File: src/rtl/writeback_unit_pkg.sv
// rtl/writeback_unit_pkg.sv - shared write-back constants, state encoding and load-code helper
package writeback_unit_pkg;

  localparam logic [3:0] WB_ALU   = 4'd0;
  localparam logic [3:0] WB_MEMB  = 4'd1;
  localparam logic [3:0] WB_MEMBU = 4'd2;
  localparam logic [3:0] WB_MEMH  = 4'd3;
  localparam logic [3:0] WB_MEMHU = 4'd4;
  localparam logic [3:0] WB_MEMW  = 4'd5;
  localparam logic [3:0] WB_PC    = 4'd6;
  localparam logic [3:0] WB_CSR   = 4'd7;
  localparam logic [3:0] WB_MEMWU = 4'd8;
  localparam logic [3:0] WB_MEMD  = 4'd9;

  localparam logic REN_S = 1'b1;

  typedef enum logic {
    ST_IDLE     = 1'b0,
    ST_WAIT_MEM = 1'b1
  } wb_state_e;

  // WU and D only exist on a 64-bit datapath; elsewhere they fall back to ALU.
  function automatic logic is_mem_sel(input logic [3:0] sel, input logic wide);
    return (sel >= WB_MEMB && sel <= WB_MEMW) ||
           (wide && (sel == WB_MEMWU || sel == WB_MEMD));
  endfunction

endpackage

File: src/rtl/writeback_unit_load_align.sv
// rtl/writeback_unit_load_align.sv - load lane select, sign/zero extension and misalignment detect
module load_align
  import writeback_unit_pkg::*;
#(
  parameter int XLEN = 32,
  localparam int OW = $clog2(XLEN / 8)
) (
  input  logic [3:0]      wb_sel,
  input  logic [OW-1:0]   off,
  input  logic [XLEN-1:0] rdata,
  output logic            is_load,
  output logic            misaligned,
  output logic [XLEN-1:0] data
);

  logic [XLEN-1:0] lane;
  logic [3:0]      size;

  always_comb begin
    lane    = rdata >> {off, 3'b000};
    is_load = is_mem_sel(wb_sel, XLEN == 64);
    data    = lane;
    size    = 4'd1;
    case (wb_sel)
      WB_MEMB:  begin size = 4'd1; data = XLEN'($signed(lane[7:0]));  end
      WB_MEMBU: begin size = 4'd1; data = XLEN'(lane[7:0]);           end
      WB_MEMH:  begin size = 4'd2; data = XLEN'($signed(lane[15:0])); end
      WB_MEMHU: begin size = 4'd2; data = XLEN'(lane[15:0]);          end
      WB_MEMW:  begin size = 4'd4; data = XLEN'($signed(lane[31:0])); end
      WB_MEMWU: begin size = 4'd4; data = XLEN'(lane[31:0]);          end
      WB_MEMD:  begin size = 4'd8; data = lane;                       end
      default:  begin size = 4'd1; data = lane;                       end
    endcase
    misaligned = is_load && ((4'(off) & (size - 4'd1)) != 4'd0);
  end

endmodule

File: src/rtl/writeback_unit.sv
// rtl/writeback_unit.sv - write-back stage: register file, load extension, next-PC and retire counter
module writeback_unit
  import writeback_unit_pkg::*;
#(
  parameter int              XLEN     = 32,
  parameter int              NREG     = 32,
  parameter logic [XLEN-1:0] RESET_PC = '0,
  parameter logic [XLEN-1:0] SP_INIT  = XLEN'(1000),
  localparam int             RW       = $clog2(NREG)
) (
  input  logic            clk,
  input  logic            reset,
  input  logic            in_valid,
  output logic            in_ready,
  input  logic [XLEN-1:0] in_pc,
  input  logic [XLEN-1:0] in_alu_out,
  input  logic [XLEN-1:0] in_br_target,
  input  logic [XLEN-1:0] in_csr_rdata,
  input  logic [3:0]      in_wb_sel,
  input  logic [RW-1:0]   in_wb_addr,
  input  logic            in_rf_wen,
  input  logic            in_jmp_flg,
  input  logic            in_br_flg,
  input  logic            in_is_ecall,
  input  logic            in_is_mret,
  input  logic [XLEN-1:0] trap_vector,
  input  logic [XLEN-1:0] mepc,
  input  logic            mem_rvalid,
  input  logic [XLEN-1:0] mem_rdata,
  input  logic [RW-1:0]   rs1_addr,
  input  logic [RW-1:0]   rs2_addr,
  output logic [XLEN-1:0] rs1_data,
  output logic [XLEN-1:0] rs2_data,
  output logic            next_pc_valid,
  output logic [XLEN-1:0] next_pc,
  output logic            misaligned,
  output logic [63:0]     retire_count
);

  localparam int OW = $clog2(XLEN / 8);

  typedef struct packed {
    logic [XLEN-1:0] pc;
    logic [XLEN-1:0] alu;
    logic [XLEN-1:0] br_target;
    logic [XLEN-1:0] csr_rdata;
    logic [3:0]      sel;
    logic [RW-1:0]   addr;
    logic            rf_wen;
    logic            jmp;
    logic            br;
    logic            ecall;
    logic            mret;
  } instr_t;

  wb_state_e       state;
  instr_t          live, held, cur;
  logic [XLEN-1:0] regs [NREG];
  logic            ld, ld_mis, accept, retire, wen;
  logic [XLEN-1:0] ld_data, pc_plus4, wdata, npc_d;

  always_comb begin
    live = '{pc: in_pc, alu: in_alu_out, br_target: in_br_target, csr_rdata: in_csr_rdata,
             sel: in_wb_sel, addr: in_wb_addr, rf_wen: in_rf_wen, jmp: in_jmp_flg,
             br: in_br_flg, ecall: in_is_ecall, mret: in_is_mret};
    cur  = (state == ST_WAIT_MEM) ? held : live;
  end

  load_align #(.XLEN(XLEN)) u_align (
    .wb_sel     (cur.sel),
    .off        (cur.alu[OW-1:0]),
    .rdata      (mem_rdata),
    .is_load    (ld),
    .misaligned (ld_mis),
    .data       (ld_data)
  );

  assign in_ready = (state == ST_IDLE);
  assign accept   = (state == ST_IDLE) && in_valid;
  assign retire   = (accept && (!ld || mem_rvalid)) || (state == ST_WAIT_MEM && mem_rvalid);
  assign pc_plus4 = cur.pc + XLEN'(4);
  assign wen      = retire && (cur.rf_wen == REN_S) && (cur.addr != '0) && !ld_mis;

  always_comb begin
    if (ld)                   wdata = ld_data;
    else if (cur.sel == WB_PC)  wdata = pc_plus4;
    else if (cur.sel == WB_CSR) wdata = cur.csr_rdata;
    else                        wdata = cur.alu;

    // A misaligned load traps regardless of any branch/jump flags.
    if (ld_mis)         npc_d = trap_vector;
    else if (cur.br)    npc_d = cur.br_target;
    else if (cur.jmp)   npc_d = {cur.alu[XLEN-1:1], 1'b0};
    else if (cur.ecall) npc_d = trap_vector;
    else if (cur.mret)  npc_d = mepc;
    else                npc_d = pc_plus4;
  end

  function automatic logic [XLEN-1:0] read_port(input logic [RW-1:0] a);
    if (a == '0)              return '0;
    if (wen && cur.addr == a) return wdata;
    return regs[a];
  endfunction

  assign rs1_data = read_port(rs1_addr);
  assign rs2_data = read_port(rs2_addr);

  always_ff @(posedge clk) begin
    if (reset) begin
      state         <= ST_IDLE;
      held          <= '0;
      next_pc_valid <= 1'b0;
      next_pc       <= RESET_PC;
      misaligned    <= 1'b0;
      retire_count  <= '0;
      for (int i = 0; i < NREG; i++) regs[i] <= (i == 2) ? SP_INIT : '0;
    end else begin
      next_pc_valid <= retire;
      misaligned    <= retire && ld_mis;
      retire_count  <= retire_count + 64'(retire);
      if (retire) next_pc <= npc_d;
      if (wen) regs[cur.addr] <= wdata;
      case (state)
        ST_IDLE: if (accept && ld && !mem_rvalid) begin
          state <= ST_WAIT_MEM;
          held  <= live;
        end
        ST_WAIT_MEM: if (mem_rvalid) state <= ST_IDLE;
        default: state <= ST_IDLE;
      endcase
    end
  end

endmodule

File: config.mk
export PLATFORM = sky130hd
export DESIGN_NAME = writeback_unit
export DESIGN_NICKNAME = d
export VERILOG_FILES = /design/src/rtl/writeback_unit_pkg.sv /design/src/rtl/writeback_unit_load_align.sv /design/src/rtl/writeback_unit.sv
export SDC_FILE = /design/constraint.sdc
export NUM_CORES = 2
export LEC_CHECK = 0
export CORE_MARGIN = 5
export CORE_UTILIZATION = 58
export DETAILED_ROUTE_END_ITERATION = 8
export PLACE_DENSITY = 0.78
export SLEW_MARGIN = 40
export SYNTH_ARGS = -nofsm -noshare
export SYNTH_HDL_FRONTEND = slang
export SYNTH_SLANG_ARGS = --single-unit
File: constraint.sdc
create_clock -name clk -period 7.4 [get_ports clk]
set_input_delay 2.22 -clock clk [delete_from_list [all_inputs] [get_ports clk]]
set_output_delay 2.22 -clock clk [all_outputs]
set_load 0.1 [all_outputs]
==> metrics.md <==
| Metric | Value |
|---|---|
| Syn_area_per_cell | 12.91 um2 |
| Ys flop type | edfxtp_1 |
| Core Util, Final | 0.7011 |
| Min-delay worst type | reg -> reg |
| Post-route ant nets | 0 |
| Max Root-Sink Buffers | 3 |
| Root Buffer | clkbuf_16 |
| Netlist cell types | 80 |
| Hold Violations, Final | 0 |
| Total Power | 18.72 mW |
| Crit path cell chain | clkdlybuf4s50_1, nand3b_1, a22oi_2, buf_4, nand4_1, buf_2, o21ai_0, a21oi_2, o21ai_4, o22ai_4, buf_12 |
| Ys async rst share | 0 |
| Post-synth EDFFs | 1024 |
| Fill cell count | 7497 |
| Top-count cell post-synth | nor2_1 |
| Worst EP arrival | 5120 ps |
| Worst Setup End Kind | primary output |
| Synthesis Warnings | 0 |
| First-pass GRT wire length | 354100 um |
| WP data required | 5180 ps |
| Sw Pwr | 5.556 mW |
| CTS tree | done |
| Growth of design area from synthesis to finish | 20.31% |
| Reg clk slew, reported paths | 60 ps |
| Drt pass-1 iters | 7 |
| Share of the synthesized area in the top cell type | 0.4627 |
| Cell Pwr Density | 234.1 nW/um2 |
| DRC | 0 |
| Port bufs | 414 |
| Die area | 121400 um2 |
| Kind of critical path | in -> out |
| Dpl hpwl | 158700 um |
| Vias in the first global route | 51529 |
| Fin. max-slew vios | 0 |
| Initial antenna violation count | 14 |
| GRT Residual Overflow | 0 |
| CP Max Fanout | 7 |
| Via-per-instance ratio | 7.244 |
| Min Tclk post-route | 7341 ps |
| DR iter-0 viols | 9640 |
| Nets | 5872 |
| Die height | 348.5 um |
| Core ar. | 114000 um2 |
| P_int | 13.16 mW |
| Max_cap viols | 0 |
| Sw Share | 0.2969 |
| Outcome | finished, final reports clean |
| Hold_buf cts | 0 |
| WL final | 249800 um |
| Sequential element share of the synthesized area | 0.5353 |
| Clock Skews | 37.75 ps |
| Top post-synthesis cells by count | nor2_1, edfxtp_1, mux4_2 |
| Slew HR | 0.3839 |
| IO Pins | 415 |
| DR WL/cell | 34.48 um |
| Synth top area cells | edfxtp_1, mux4_2, dfxtp_1 |
| RD Place Congestion | 0.9987 |
| Cells after synthesis | 5148 |
| Worst-Skew Late Latency | 770 ps |
| Comb power frac | 0.206 |
| Die Width | 348.5 um |
| VDD IR-drop max | 262.6 uV |
| Setup violations, final | 0 |
| Vias | 52494 |
| Mapped Area | 66450 um2 |
| Num CTS Buffers | 135 |
| Row cnt | 124 |
| Gr usage total | 0.4033 |
| CP max stage cell | clkdlybuf4s50_1 |
| Clock sink count | 1265 |
| Reg power frac | 0.433 |
| Starting density of the core | 0.5828 |
| Area leader, netlist | edfxtp_1 |
| Crit start category | input pin |
| H-tree depth | 4 |
| Layout cells sized above 1 | 0.2767 |
| Crit share post-route | 0.9921 |
| Clock power frac | 0.361 |
| CP peak stage delay | 570 ps |
| Worst Tran Pin Value | 923.6 ps |
| Fmax achieved | 0.1362 GHz |
| Largest net degree at the start of global routing | 99 |
| Seq cells post-synth | 1265 |
| Leakage power | 28.68 nW |
-- power by group through the flow --
stage / Sequential [mW] / Clock [mW] / Combinational [mW]
floorplan: 8.36 / 0 / 1.96
global placement: 8.20 / 0 / 3.65
detailed placement: 8.23 / 0 / 3.67
CTS: 8.09 / 6.75 / 3.72
global route: 8.12 / 7.04 / 3.91
finish: 8.11 / 6.75 / 3.86
-- metrics by stage --
step	setup WS (ps)	setup TNS, ps	std cells	area (um2)	hold WS (ps)
after floorplan	-659.6	-18930	5179	66850	431.7
after global placement	-421.4	-3113	6973	75570	437.9
after detailed placement	-325.9	-2260	6974	75100	444.3
after CTS	4.949	0	7219	79590	452.1
after global routing	-11.44	-16.99	7245	79950	464.3
final	58.75	0	7247	79950	452.1
-- state kept, by name, indices dropped and copies added, names as in the netlist --
signal         flops
next_pc_valid      1
misaligned         1
regs            1024
retire_count      64
held             142
next_pc           32
state              1
-- logic make-up after synthesis --
group,after synthesis,synth area share
and+or+nand+nor,1845,0.1153
xor gates and xnor gates,85,0.01120
DFF,1265,0.5353
other,1,0.00005643
buffers and inverters,508,0.03135
muxes,867,0.2527
AOI/OAI and AO/OA,573,0.05330
adders and majority gates,4,0.0007532
-- worst max-delay path, delay by kind of cell --
| family | cells | cell delay (ps) |
|---|---|---|
| buffers and inverters | 4 | 1150 |
| AOI/OAI and AO/OA | 5 | 1350 |
| and+or+nand+nor | 2 | 370 |
-- worst paths after layout --
| kind | from | to | slack, ps | cells after the start |
|---|---|---|---|---|
| worst max register to register | state$_SDFF_PP0_ | regs[1][23]$_SDFFCE_PN0P_ | 2160 | 11 |
| worst min-delay path | held[30]$_SDFFE_PP0P_ | held[30]$_SDFFE_PP0P_ | 450 | 2 |
| worst max-delay path | in_pc[6] | rs1_data[24] | 60 | 11 |
| worst min register to register | held[30]$_SDFFE_PP0P_ | held[30]$_SDFFE_PP0P_ | 450 | 2 |
-- per-layer routing --
| metal | GRT usage | routed length, um | vias up |
|---|---|---|---|
| met5 | 0 | 11 | - |
| met4 | 0.2603 | 20190 | 2 |
| met3 | 0.1539 | 40710 | 1136 |
| met2 | 0.5997 | 111000 | 5213 |
| met1 | 0.4989 | 77920 | 25680 |
| li1 | - | - | 20463 |
-- cell usage in the layout, fill, tap and decap left out, types with 41 or more instances in the layout --
| cell type | synthesis | routed |
|---|---|---|
| nand3_1 | 62 | 59 |
| clkdlybuf4s50_1 | 0 | 231 |
| o21ai_0 | 70 | 68 |
| nor2_1 | 1116 | 1114 |
| mux2i_1 | 181 | 175 |
| a21oi_1 | 225 | 220 |
| edfxtp_1 | 1024 | 1024 |
| dfxtp_1 | 241 | 240 |
| buf_2 | 99 | 102 |
| mux2_2 | 41 | 41 |
| mux4_2 | 644 | 644 |
| clkbuf_16 | 0 | 142 |
| buf_12 | 0 | 142 |
| xnor2_1 | 47 | 47 |
| nand2_1 | 439 | 438 |
| buf_4 | 12 | 297 |
-- final cells by class --
type                            count  area (um2)  share of cell area
Sequential cell                  1265       35580              0.4450
Multi-Input combinational cell   3406       29870              0.3737
Timing Repair Buffer              795        8208              0.1027
Clock buffer                      179        3750             0.04690
Tap cell                         1512        1892             0.02366
Clock inverter                     62       561.8            0.007027
Inverter                           13       48.80           0.0006103
Antenna cell                       15       37.54           0.0004695
-- timing repair --
action,in CTS,in global routing
setup endpoints to repair,20,40
buffers inserted,4,11
endpoints found under the hold margin,0,0
pin swaps,2,14
cloned,0,2
resized for setup,23,42
No activity file was read; power rests on OpenSTA's default activity.
